==> src/rtl/qsfp_mgmt_seq.sv <==
// QSFP module management sequencer: debounces module presence, drives the
// ResetL / t_init power-up sequence and reports READY plus interrupt pulses.
module qsfp_mgmt_seq #(
  parameter int unsigned DEBOUNCE_CYCLES = 250000,
  parameter int unsigned RESET_CYCLES    = 2500,
  parameter int unsigned INIT_CYCLES     = 500000000
) (
  input  logic        clk_250mhz,
  input  logic        rst_250mhz_n,
  input  logic        qsfp_modprsl,
  input  logic        qsfp_intl,
  input  logic        lpmode_req,
  input  logic        soft_reset_req,
  output logic        qsfp_resetl,
  output logic        qsfp_lpmode,
  output logic        qsfp_modsell,
  output logic        module_ready,
  output logic        int_pulse,
  output logic [2:0]  state,
  output logic [15:0] insert_count
);

  typedef enum logic [2:0] {
    ST_ABSENT   = 3'd0,
    ST_DEBOUNCE = 3'd1,
    ST_RESET    = 3'd2,
    ST_INIT     = 3'd3,
    ST_READY    = 3'd4
  } state_t;

  localparam logic [31:0] DEB_LAST  = 32'(DEBOUNCE_CYCLES - 1);
  localparam logic [31:0] RST_LAST  = 32'(RESET_CYCLES - 1);
  localparam logic [31:0] INIT_LAST = 32'(INIT_CYCLES - 1);

  logic        modprsl_meta, modprsl_sync;
  logic        intl_meta, intl_sync, intl_prev;
  state_t      state_reg, state_next;
  logic [31:0] cnt_reg;
  logic [15:0] insert_count_reg;
  logic        prs;

  assign prs          = ~modprsl_sync;
  assign state        = state_reg;
  assign insert_count = insert_count_reg;

  // Loss of presence overrides every other transition.
  always_comb begin
    state_next = state_reg;
    if (state_reg != ST_ABSENT && !prs) begin
      state_next = ST_ABSENT;
    end else begin
      case (state_reg)
        ST_ABSENT:   if (prs) state_next = ST_DEBOUNCE;
        ST_DEBOUNCE: if (cnt_reg == DEB_LAST) state_next = ST_RESET;
        ST_RESET:    if (cnt_reg == RST_LAST) state_next = ST_INIT;
        ST_INIT: begin
          if (soft_reset_req)              state_next = ST_RESET;
          else if (cnt_reg == INIT_LAST)   state_next = ST_READY;
        end
        ST_READY:    if (soft_reset_req) state_next = ST_RESET;
        default:     state_next = ST_ABSENT;
      endcase
    end
  end

  always_ff @(posedge clk_250mhz or negedge rst_250mhz_n) begin
    if (!rst_250mhz_n) begin
      modprsl_meta     <= 1'b1;
      modprsl_sync     <= 1'b1;
      intl_meta        <= 1'b1;
      intl_sync        <= 1'b1;
      intl_prev        <= 1'b1;
      state_reg        <= ST_ABSENT;
      cnt_reg          <= 32'd0;
      insert_count_reg <= 16'd0;
      qsfp_resetl      <= 1'b0;
      qsfp_lpmode      <= 1'b1;
      qsfp_modsell     <= 1'b1;
      module_ready     <= 1'b0;
      int_pulse        <= 1'b0;
    end else begin
      modprsl_meta <= qsfp_modprsl;
      modprsl_sync <= modprsl_meta;
      intl_meta    <= qsfp_intl;
      intl_sync    <= intl_meta;
      intl_prev    <= intl_sync;
      state_reg    <= state_next;

      if (state_next != state_reg)
        cnt_reg <= 32'd0;
      else if (state_reg == ST_DEBOUNCE || state_reg == ST_RESET || state_reg == ST_INIT)
        cnt_reg <= cnt_reg + 32'd1;
      else
        cnt_reg <= 32'd0;

      if (state_reg == ST_DEBOUNCE && state_next == ST_RESET)
        insert_count_reg <= insert_count_reg + 16'd1;

      // Outputs follow the next state so they line up with the state register.
      qsfp_resetl  <= (state_next == ST_INIT) || (state_next == ST_READY);
      qsfp_lpmode  <= (state_next == ST_READY) ? lpmode_req : 1'b1;
      qsfp_modsell <= (state_next != ST_READY);
      module_ready <= (state_next == ST_READY);
      // A low interrupt line seen on READY entry counts as a fresh event.
      int_pulse    <= (state_next == ST_READY) && !intl_sync &&
                      (intl_prev || state_reg != ST_READY);
    end
  end

endmodule

==> config.mk <==
export PLATFORM = sky130hd
export DESIGN_NAME = qsfp_mgmt_seq
export DESIGN_NICKNAME = d
export VERILOG_FILES = /design/src/rtl/qsfp_mgmt_seq.sv
export SDC_FILE = /design/constraint.sdc
export NUM_CORES = 1
export LEC_CHECK = 0
export ABC_AREA = 1
export BUFFER_PORTS_ARGS = -buffer_cell sky130_fd_sc_hd__buf_2
export CAP_MARGIN = 40
export CORE_UTILIZATION = 54
export DETAILED_ROUTE_END_ITERATION = 10
export PLACE_DENSITY = 0.76
export SYNTH_ARGS = -nofsm -noshare
export SYNTH_HDL_FRONTEND = slang
export SYNTH_SLANG_ARGS = --single-unit
export TNS_END_PERCENT = 50
==> constraint.sdc <==
create_clock -name clk_250mhz -period 2.2 [get_ports clk_250mhz]
set_clock_uncertainty 0.2 [all_clocks]
set_input_delay 0.22 -clock clk_250mhz [delete_from_list [all_inputs] [get_ports clk_250mhz]]
set_output_delay 0.22 -clock clk_250mhz [all_outputs]
set_load 0.05 [all_outputs]
==> results.sh, run 1 <==
export IMPL_worstSkewPairLatency_ns=0.35
export IMPL_fmax_ghz=0.445
export IMPL_avgSynthCellArea_um2=7.42
export IMPL_rows=29
export IMPL_grt_ovfl_total=0
export IMPL_first_pass_iters=6
export IMPL_worstPathArrival_ns=2.33
export IMPL_yosys_top_cells_area="dfrtp_1 38%, nand2_1 11%, nor2_1 7.8%"
export IMPL_clock_root_buffer="clkbuf_8"
export IMPL_hp_class="in -> reg"
export IMPL_yosys_most_used_dff="dfrtp_1"
export IMPL_grt_antenna_before_repair=0
export IMPL_grt_pass1_vias=2993
export IMPL_power_density_nw_per_um2=798
export IMPL_p_sw_share_pct=32.7
export IMPL_grt_max_degree=32
export IMPL_largest_reg_flops=32
export IMPL_vdd_drop_max_uv=618
export IMPL_period_minus_slack_ns=2.25
export IMPL_core_um2=6310
export IMPL_p_int_mw=2.34
export IMPL_hold_depth=4
export IMPL_ios=30
export IMPL_place_ws_ns=-0.103
export IMPL_synthCells=475
export IMPL_cts_sinks=61
export IMPL_fp_dieW_um=82.8
export IMPL_finalMaxSlewViolations=0
export IMPL_postRouteAntennaNets=0
export IMPL_place_area_um2=3880
export IMPL_port_buffers=29
export IMPL_dpl_hpwl_um=5960
export IMPL_postRouteWirelength_um=8510
export IMPL_path_max_fanout=5
export IMPL_clkTransAtPathRegs_ns=0.07
export IMPL_first_iter_violations=200
export IMPL_vias_per_cell=5.35
export IMPL_synth_edf_count=0
export IMPL_ff2ff_path_depth=14
export IMPL_share_comb_of_total_power_pct=29.8
export IMPL_switchingPower_mw=1.13
export IMPL_violations="negative setup slack"
export IMPL_fill_cells=534
export IMPL_track_usage_pct=26.3
export IMPL_crit_path_start_kind="flop"
export IMPL_synth_async_reset_ratio_pct=100
export IMPL_rsz0062_at_grt="true"
export IMPL_synthesis_nets=483
export IMPL_yosysSeqAreaShare_pct=43.6
export IMPL_die_area_um2=6850
export IMPL_cts_buffer_depth=2
export IMPL_yosysTopAreaCell="dfrtp_1"
export IMPL_power_frac_seq_pct=33.9
export IMPL_required_ns=2.28
export IMPL_synth_commonest_cells="103 x nand2_1, 73 x nor2_1, 64 x inv_1, 54 x dfrtp_1, 48 x nand3_1"
export IMPL_wire_per_inst_um=13.8
export IMPL_drive_gt1_share_pct=26.0
export IMPL_drv_cap=0
export IMPL_p_leak_nw=2.04
export IMPL_tightest_slew_ns=0.685
export IMPL_finalSetupViolations=28
export IMPL_hold_violations=0
export IMPL_synth_warnings=0
export IMPL_yosysMostFrequentCell="nand2_1"
export IMPL_syn_area_um2=3520
export IMPL_slew_headroom_pct=54.3
export IMPL_area_delta_synth_final_pct=23.4
export IMPL_endpoint_kind="flop"
export IMPL_start_util_pct=55.8
export IMPL_status="complete, but fails checks"
export IMPL_cts_htree_levels=3
export IMPL_grt_pass1_wl_um=13300
export IMPL_cts_tree="done"
export IMPL_stdcell_area_um2=4350
export IMPL_period_share_pct=102
export IMPL_synth_top_area_share_pct=38.4
export IMPL_worstSetupPathType="reg -> reg"
export IMPL_vias=3298
export IMPL_fin_nets=542
export IMPL_gp_congestion=0.960
export IMPL_fin_total_pwr_mw=3.47
export IMPL_dieHeight_um=82.8
export IMPL_clkPwrFrac_pct=36.3
export IMPL_yosys_register_bits=61
export IMPL_drc=0
export IMPL_setup_slack_ns=-0.0477
export IMPL_diodes=0
export IMPL_numCtsBuffers=9
export IMPL_yosysUniqueCellTypes=30
==> final timing paths <==
| check | start | endpoint | slack, ns |
|---|---|---|---|
| min in group asynchronous | rst_250mhz_n | cnt_reg[25]$_DFF_PN0_ | 0.25 |
| worst max-delay path | cnt_reg[0]$_DFF_PN0_ | cnt_reg[11]$_DFF_PN0_ | -0.05 |
| worst min register to register | intl_meta$_DFF_PN1_ | intl_sync$_DFF_PN1_ | 0.15 |
| worst max register to register | cnt_reg[0]$_DFF_PN0_ | cnt_reg[11]$_DFF_PN0_ | -0.05 |
| max in group asynchronous | rst_250mhz_n | cnt_reg[11]$_DFF_PN0_ | 0.95 |
| worst min-delay path | soft_reset_req | qsfp_modsell$_DFF_PN1_ | 0.1 |
==> layout by cell type (no fill, tap or decap), drive strengths merged, types with 8 or more instances in the layout <==
master  instances
dfrtp          54
a21oi           8
nand3          51
o21ai          19
nor2          109
nor3           12
clkbuf         13
inv            65
xor2           11
nand2         103
buf            51
==> cell type report <==
cell class / instances / area (um^2) / share of cell area (%)
well taps: 77 / 96.3 / 2.22
repair buffers: 56 / 420 / 9.67
flip-flops and latches: 61 / 1540 / 35.3
inverters: 65 / 244 / 5.61
clock inverters: 4 / 95.1 / 2.19
clock buffers: 12 / 155 / 3.57
multi-input cells: 341 / 1800 / 41.4
==> timing repair <==
item                                   4_1_cts  5_1_grt
pin swaps                                    3        4
cloned                                       0        2
setup buffers                                1        2
gates resized for setup                     10       20
setup endpoints to repair                   26       46
hold buffers                                 4        0
endpoints found under the hold margin       26        0
==> routing by layer <==
metal  up-vias  track usage (%)  share of wire (%)
met5         -                0                  0
met4         0             12.2                3.0
met3        25             5.60                5.7
met2       125             42.5                 47
met1      1531             33.3                 45
li1       1617                -                  -
==> kinds of logic (layout without fill, tap and decap cells) <==
family | Yosys count | after routing | share of synthesized area [%]
buf+inv | 73 | 137 | 8.45
compound gates | 32 | 32 | 5.15
fa+ha+maj | 2 | 2 | 0.710
simple gates | 291 | 291 | 38.1
flops | 61 | 61 | 43.6
xor+xnor | 16 | 16 | 3.98
==> power by group through the flow <==
stage | clock network, mW | registers, mW | logic, mW
finish | 1.26 | 1.18 | 1.03
global route | 1.31 | 1.18 | 1.11
CTS | 1.28 | 1.17 | 0.818
detailed placement | 0 | 1.19 | 0.805
global placement | 0 | 1.19 | 0.793
floorplan | 0 | 1.22 | 0.532
==> per-stage QoR <==
step	setup TNS [ns]	utilization [%]	cells	hold WS, ns
after floorplan	0	-	475	-0.276
after global placement	-0.0284	61.5	591	0.0905
after detailed placement	-0.285	61.5	591	0.0987
after CTS	0	66.8	612	0.0843
after global routing	-4.95	68.8	616	0.116
final	-0.779	68.8	616	0.0981
==> worst max-delay path, cell delays in order, from the launching register on <==
cell and delay [ns]:
dfrtp_1 0.36, ha_2 0.19, nand2_2 0.07, nor2_4 0.20
nand2_4 0.10, nor2_4 0.12, nand3_1 0.08, nand2_1 0.09
nand3_2 0.08, nand2_2 0.08, nand2_1 0.05, nand2_1 0.11
nand3_4 0.15, clkbuf_16 0.21, nor2_4 0.08
No activity file was read; power rests on OpenSTA's default activity.
==> run 2: changes to the inputs <==
Settings changed: ABC_AREA 1 to 0, CORE_UTILIZATION 54 to 53, PLACE_DENSITY 0.76 to 0.75, REMOVE_ABC_BUFFERS from default to 1.
==> results.sh, run 2 <==
export IMPL_place_area_um2=3840
export IMPL_fp_dieW_um=79.5
export IMPL_fin_total_pwr_mw=2.36
export IMPL_vdd_drop_max_uv=330
export IMPL_dieHeight_um=79.5
export IMPL_status="complete, but fails checks"
export IMPL_core_um2=5640
export IMPL_hp_class="reg -> reg"
export IMPL_grt_pass1_wl_um=13500
export IMPL_stdcell_area_um2=4500
export IMPL_synthCells=288
export IMPL_cp_cell_sequence="nor4_4 -> nand4_1 -> o41ai_4 -> a31oi_4 -> o22ai_4 -> buf_12 -> buf_12 -> a21oi_1"
export IMPL_endpoint_kind="flop"
export IMPL_yosys_most_used_dff="dfrtp_1"
export IMPL_first_iter_violations=250
export IMPL_grt_pass1_vias=2763
export IMPL_ios=30
export IMPL_postRouteAntennaNets=0
export IMPL_dpl_hpwl_um=5020
export IMPL_grt_antenna_before_repair=0
export IMPL_worstPathArrival_ns=2.61
export IMPL_drv_cap=0
export IMPL_die_area_um2=6310
export IMPL_synth_edf_count=0
export IMPL_fmax_ghz=0.386
export IMPL_yosysUniqueCellTypes=48
export IMPL_path_max_fanout=6
export IMPL_diodes=0
export IMPL_synth_warnings=0
export IMPL_postRouteWirelength_um=9650
export IMPL_whs_ns=0.158
export IMPL_synth_top_area_share_pct=42.5
export IMPL_rows=27
export IMPL_fin_nets=410
export IMPL_synth_commonest_cells="54 x dfrtp_1, 30 x a21oi_2, 24 x xnor2_1, 21 x xor2_1, 19 x nand2_1"
export IMPL_clock_root_buffer="clkbuf_8"
export IMPL_regToRegEndpoint="cnt_reg[31]$_DFF_PN0_"
export IMPL_yosysSeqAreaShare_pct=48.3
export IMPL_yosys_register_bits=61
export IMPL_cts_buffer_depth=2
export IMPL_wire_per_inst_um=20.1
export IMPL_cp_endpoint="cnt_reg[31]$_DFF_PN0_"
export IMPL_finalSetupViolations=56
export IMPL_crit_path_start_kind="flop"
export IMPL_violations="negative setup slack"
export IMPL_fill_cells=295
export IMPL_cts_sinks=61
export IMPL_period_share_pct=118
export IMPL_track_usage_pct=29.0
export IMPL_worstSetupPathType="reg -> reg"
export IMPL_vias=2877
export IMPL_utilization_pct=79.8
export IMPL_grt_max_degree=34
export IMPL_grt_ovfl_total=0
export IMPL_rsz0062_at_grt="true"
export IMPL_required_ns=2.22
export IMPL_cts_htree_levels=3
export IMPL_clkTransAtPathRegs_ns=0.06
export IMPL_tightest_slew_ns=0.679
export IMPL_yosysTopAreaCell="dfrtp_1"
export IMPL_cts_tree="done"
export IMPL_area_delta_synth_final_pct=41.6
export IMPL_final_common_cell="buf_4"
export IMPL_synth_async_reset_ratio_pct=100
export IMPL_slew_headroom_pct=54.8
export IMPL_start_util_pct=56.4
export IMPL_crit_start="cnt_reg[21]$_DFF_PN0_"
export IMPL_ff2ff_path_depth=8
export IMPL_numCtsBuffers=9
export IMPL_finalMaxSlewViolations=0
export IMPL_yosysMostFrequentCell="dfrtp_1"
export IMPL_power_density_nw_per_um2=524
export IMPL_r2r_start="cnt_reg[21]$_DFF_PN0_"
export IMPL_p_leak_nw=2.07
export IMPL_avgSynthCellArea_um2=11.0
export IMPL_cpMostUsedCell="buf_12"
export IMPL_yosys_top_cells_area="dfrtp_1 42%, a21oi_2 8.3%, xnor2_1 6.6%"
export IMPL_drc=0
export IMPL_port_buffers=29
export IMPL_multi_input_area_um2=1700
export IMPL_layout_common_cells="63 x buf_4, 53 x dfrtp_1, 31 x a21oi_2, 29 x buf_2, 24 x xnor2_1"
export IMPL_worst_r2r_setup_slack_ns=-0.39
export IMPL_setup_slack_ns=-0.389
export IMPL_regArea_um2=1540
export IMPL_largest_reg_flops=32
export IMPL_crit_path_max_incr_delay_ns=0.44
export IMPL_critPathSlowestCell="dfrtp_1"
export IMPL_syn_area_um2=3180
export IMPL_hold_violations=0
export IMPL_worstSkewPairLatency_ns=0.35
export IMPL_vias_per_cell=6.01
export IMPL_first_pass_iters=7
export IMPL_drive_gt1_share_pct=48.6
export IMPL_period_minus_slack_ns=2.59
export IMPL_gp_congestion=0.886
-- run 2: worst max-delay path, delay by kind of cell, from the launching register on --
kind / cells / cell delay, ns
AND/OR/NAND/NOR: 2 / 0.58
buffers and inverters: 2 / 0.30
flip-flops: 1 / 0.44
AO/OA/AOI/OAI: 4 / 0.96
-- run 2: cell families (layout without fill, tap and decap cells) --
kind of cell	count (synthesis)	count (layout)	synth area share, %
compound gates	40	40	10.9
xor+xnor	45	45	12.4
mux	1	1	0.354
buf+inv	17	136	2.87
flops	61	61	48.3
fa+ha+maj	3	3	1.10
simple gates	121	121	24.1
-- run 2: power by group --
part	total (mW)	internal (mW)	switching (mW)
sequential	1.14	1.14	0.00733
combinational	0.157	0.0584	0.0985
clock	1.06	0.614	0.443
total	2.36	1.81	0.549
-- run 2: worst min-delay path by stage --
| stage | slack [ns] | to | cells after the start | startpoint |
|---|---|---|---|---|
| floorplan | -0.28 | cnt_reg[0]$_DFF_PN0_ | 0 | rst_250mhz_n |
| global placement | 0.08 | insert_count[14]$_DFFE_PN0P_ | 1 | rst_250mhz_n |
| detailed placement | 0.08 | insert_count[14]$_DFFE_PN0P_ | 1 | rst_250mhz_n |
| CTS | 0.16 | modprsl_sync$_DFF_PN1_ | 0 | modprsl_meta$_DFF_PN1_ |
| global route | 0.16 | modprsl_sync$_DFF_PN1_ | 0 | modprsl_meta$_DFF_PN1_ |
| finish | 0.16 | modprsl_sync$_DFF_PN1_ | 0 | modprsl_meta$_DFF_PN1_ |
-- run 2: metal layers --
metal	GRT usage, %	vias to the layer above	share of wire (%)
met2	48.4	144	50
met3	6.74	33	6.3
met4	12.4	0	3.3
met1	35.6	1450	41
li1	-	1250	-
met5	0	-	0
-- run 2: repair_timing --
item / 4_1_cts / 5_1_grt
gates resized for setup: 25 / 16
hold buffers: 5 / 0
endpoints found under the hold margin: 27 / 0
setup buffers: 11 / 7
pin swaps: 37 / 26
endpoints found under the setup margin: 55 / 55
gates cloned: 2 / 2
-- run 2: area by class of cell --
cell class	count	share of cell area (%)
Tap cell	72	2.00
Clock inverter	3	0.944
Timing Repair Buffer	112	20.7
Sequential cell	61	34.1
Clock buffer	13	3.75
Multi-Input combinational cell	210	37.8
Inverter	8	0.667
-- run 2: stage by stage --
stage / instances / TNS [ns] / setup slack (ns)
after floorplan: 279 / -35.42 / -1.12
after global placement: 437 / -4.48 / -0.152
after detailed placement: 437 / -7.81 / -0.219
after CTS: 471 / -4.49 / -0.153
after global routing: 479 / -17.96 / -0.447
final: 479 / -14.81 / -0.389
==> run 3: changes to the inputs <==
Settings changed: BUFFER_PORTS_ARGS -buffer_cell sky130_fd_sc_hd__buf_2 to default, CORE_UTILIZATION 53 to 57, DONT_BUFFER_PORTS from default to 1.
==> results.sh, run 3 (synthesis results as in run 2) <==
export IMPL_cts_tree="done"
export IMPL_worstPathArrival_ns=2.52
export IMPL_track_usage_pct=29.7
export IMPL_start_util_pct=60.7
export IMPL_grt_max_degree=62
export IMPL_core_um2=5240
export IMPL_violations="negative hold slack, negative setup slack"
export IMPL_postRouteAntennaNets=0
export IMPL_dp_cells=421
export IMPL_fmax_ghz=0.402
export IMPL_cts_sinks=61
export IMPL_drc=0
export IMPL_required_ns=2.23
export IMPL_clock_root_buffer="clkbuf_8"
export IMPL_p_sw_share_pct=24.7
export IMPL_final_cell_count_no_fill=453
export IMPL_wire_per_inst_um=20.9
export IMPL_area_delta_synth_final_pct=36.2
export IMPL_power_frac_seq_pct=49.6
export IMPL_clkPwrFrac_pct=44.1
export IMPL_vias=2766
export IMPL_drv_cap=0
export IMPL_grt_pass1_vias=2654
export IMPL_whs_ns=-0.0965
export IMPL_endpoint_kind="flop"
export IMPL_largest_reg_flops=32
export IMPL_grt_antenna_before_repair=0
export IMPL_crit_path_start_kind="flop"
export IMPL_worstSkewPairLatency_ns=0.36
export IMPL_first_pass_iters=5
export IMPL_slew_headroom_pct=60.7
export IMPL_grt_ovfl_total=0
export IMPL_final_common_cell="buf_4"
export IMPL_share_comb_of_total_power_pct=6.3
export IMPL_rows=26
export IMPL_clkTransAtPathRegs_ns=0.08
export IMPL_worstSetupPathType="reg -> reg"
export IMPL_diodes=0
export IMPL_period_share_pct=113
export IMPL_cts_buffer_depth=2
export IMPL_die_area_um2=5880
export IMPL_layout_common_cells="73 x buf_4, 53 x dfrtp_1, 28 x a21oi_2, 23 x xnor2_1, 21 x xor2_1"
export IMPL_gp_congestion=0.844
export IMPL_cts_hold_buf=5
export IMPL_first_iter_violations=187
export IMPL_status="complete, but fails checks"
export IMPL_dieHeight_um=76.7
export IMPL_grt_pass1_wl_um=13100
export IMPL_period_minus_slack_ns=2.49
export IMPL_finalMaxSlewViolations=0
export IMPL_finalSetupViolations=51
export IMPL_p_int_mw=1.74
export IMPL_dpl_hpwl_um=5040
export IMPL_hold_violations=5
export IMPL_vdd_drop_max_uv=456
export IMPL_ios=30
export IMPL_rsz0062_at_grt="true"
export IMPL_vias_per_cell=6.11
export IMPL_tightest_slew_ns=0.590
export IMPL_setup_slack_ns=-0.290
export IMPL_port_buffers=0
export IMPL_p_leak_nw=1.94
export IMPL_path_max_fanout=6
export IMPL_switchingPower_mw=0.572
export IMPL_finalSetupTns_ns=-10.01
export IMPL_drive_gt1_share_pct=43.9
export IMPL_fp_dieW_um=76.7
export IMPL_cts_htree_levels=3
export IMPL_numCtsBuffers=9
export IMPL_hp_class="in -> reg"
export IMPL_fin_nets=386
export IMPL_postRouteWirelength_um=9450
export IMPL_fill_cells=278
export IMPL_power_density_nw_per_um2=533
## run 3: per-stage QoR
step           total power, mW  hold slack, ns  utilization, %  area (um^2)  setup WS (ns)
4_1_cts                   2.29          -0.102            80.0         4190         -0.129
3_3_place_gp              1.27          -0.274            72.4         3790         -0.147
3_5_place_dp              1.27          -0.274            72.4         3790         -0.244
6_report                  2.31         -0.0965            82.7         4330         -0.290
2_1_floorplan             1.23          -0.276               -         3120          -1.12
5_1_grt                   2.36         -0.0879            82.7         4330         -0.324
## run 3: final cells by class
cell class / count / area [um^2] / area share (%)
multi-input cells: 210 / 1690 / 39.1
clock buffers: 12 / 145 / 3.35
repair buffers: 88 / 793 / 18.3
flip-flops and latches: 61 / 1540 / 35.5
inverters: 8 / 30.0 / 0.693
clock inverters: 4 / 47.5 / 1.10
well taps: 70 / 87.6 / 2.02
## run 3: timing repair
action                                  CTS  global route
endpoints found under the setup margin   49            54
hold endpoints to repair                 69             5
pin swaps                                14            24
buffers inserted                          6             3
gates resized for setup                  14            17
gates cloned                              1             2
## run 3: critical path, cell delays in order (launching register included)
cell,delay [ns]
dfrtp_2,0.44
buf_4,0.14
and4_1,0.25
nand3_1,0.20
nor4_1,0.44
buf_4,0.21
nand3_1,0.11
xor2_1,0.31
a21oi_4,0.05
## run 3: worst paths after layout
path | from | slack, ns | to | cells after the start
setup / recovery | cnt_reg[9]$_DFF_PN0_ | -0.29 | cnt_reg[31]$_DFF_PN0_ | 8
min in group asynchronous | rst_250mhz_n | 0.17 | insert_count[4]$_DFFE_PN0P_ | 2
hold / removal | soft_reset_req | -0.1 | qsfp_modsell$_DFF_PN1_ | 1
hold reg to reg | modprsl_meta$_DFF_PN1_ | 0.16 | modprsl_sync$_DFF_PN1_ | 0
setup reg to reg | cnt_reg[9]$_DFF_PN0_ | -0.29 | cnt_reg[31]$_DFF_PN0_ | 8
max in group asynchronous | rst_250mhz_n | 1.30 | intl_meta$_DFF_PN1_ | 2
## run 3: power by group through the flow
stage,Combinational (mW),Clock (mW),Sequential (mW)
floorplan,0.0497,0,1.18
global placement,0.103,0,1.16
detailed placement,0.106,0,1.17
CTS,0.141,1.00,1.14
global route,0.157,1.06,1.15
finish,0.147,1.02,1.15
## run 3: metal layers
metal / GRT usage [%] / wire length (um) / vias to the layer above
met5: 0 / 0 / -
met2: 51.6 / 4970 / 152
li1: - / - / 1209
met4: 14.0 / 359 / 0
met1: 35.3 / 3580 / 1366
met3: 5.83 / 537 / 39
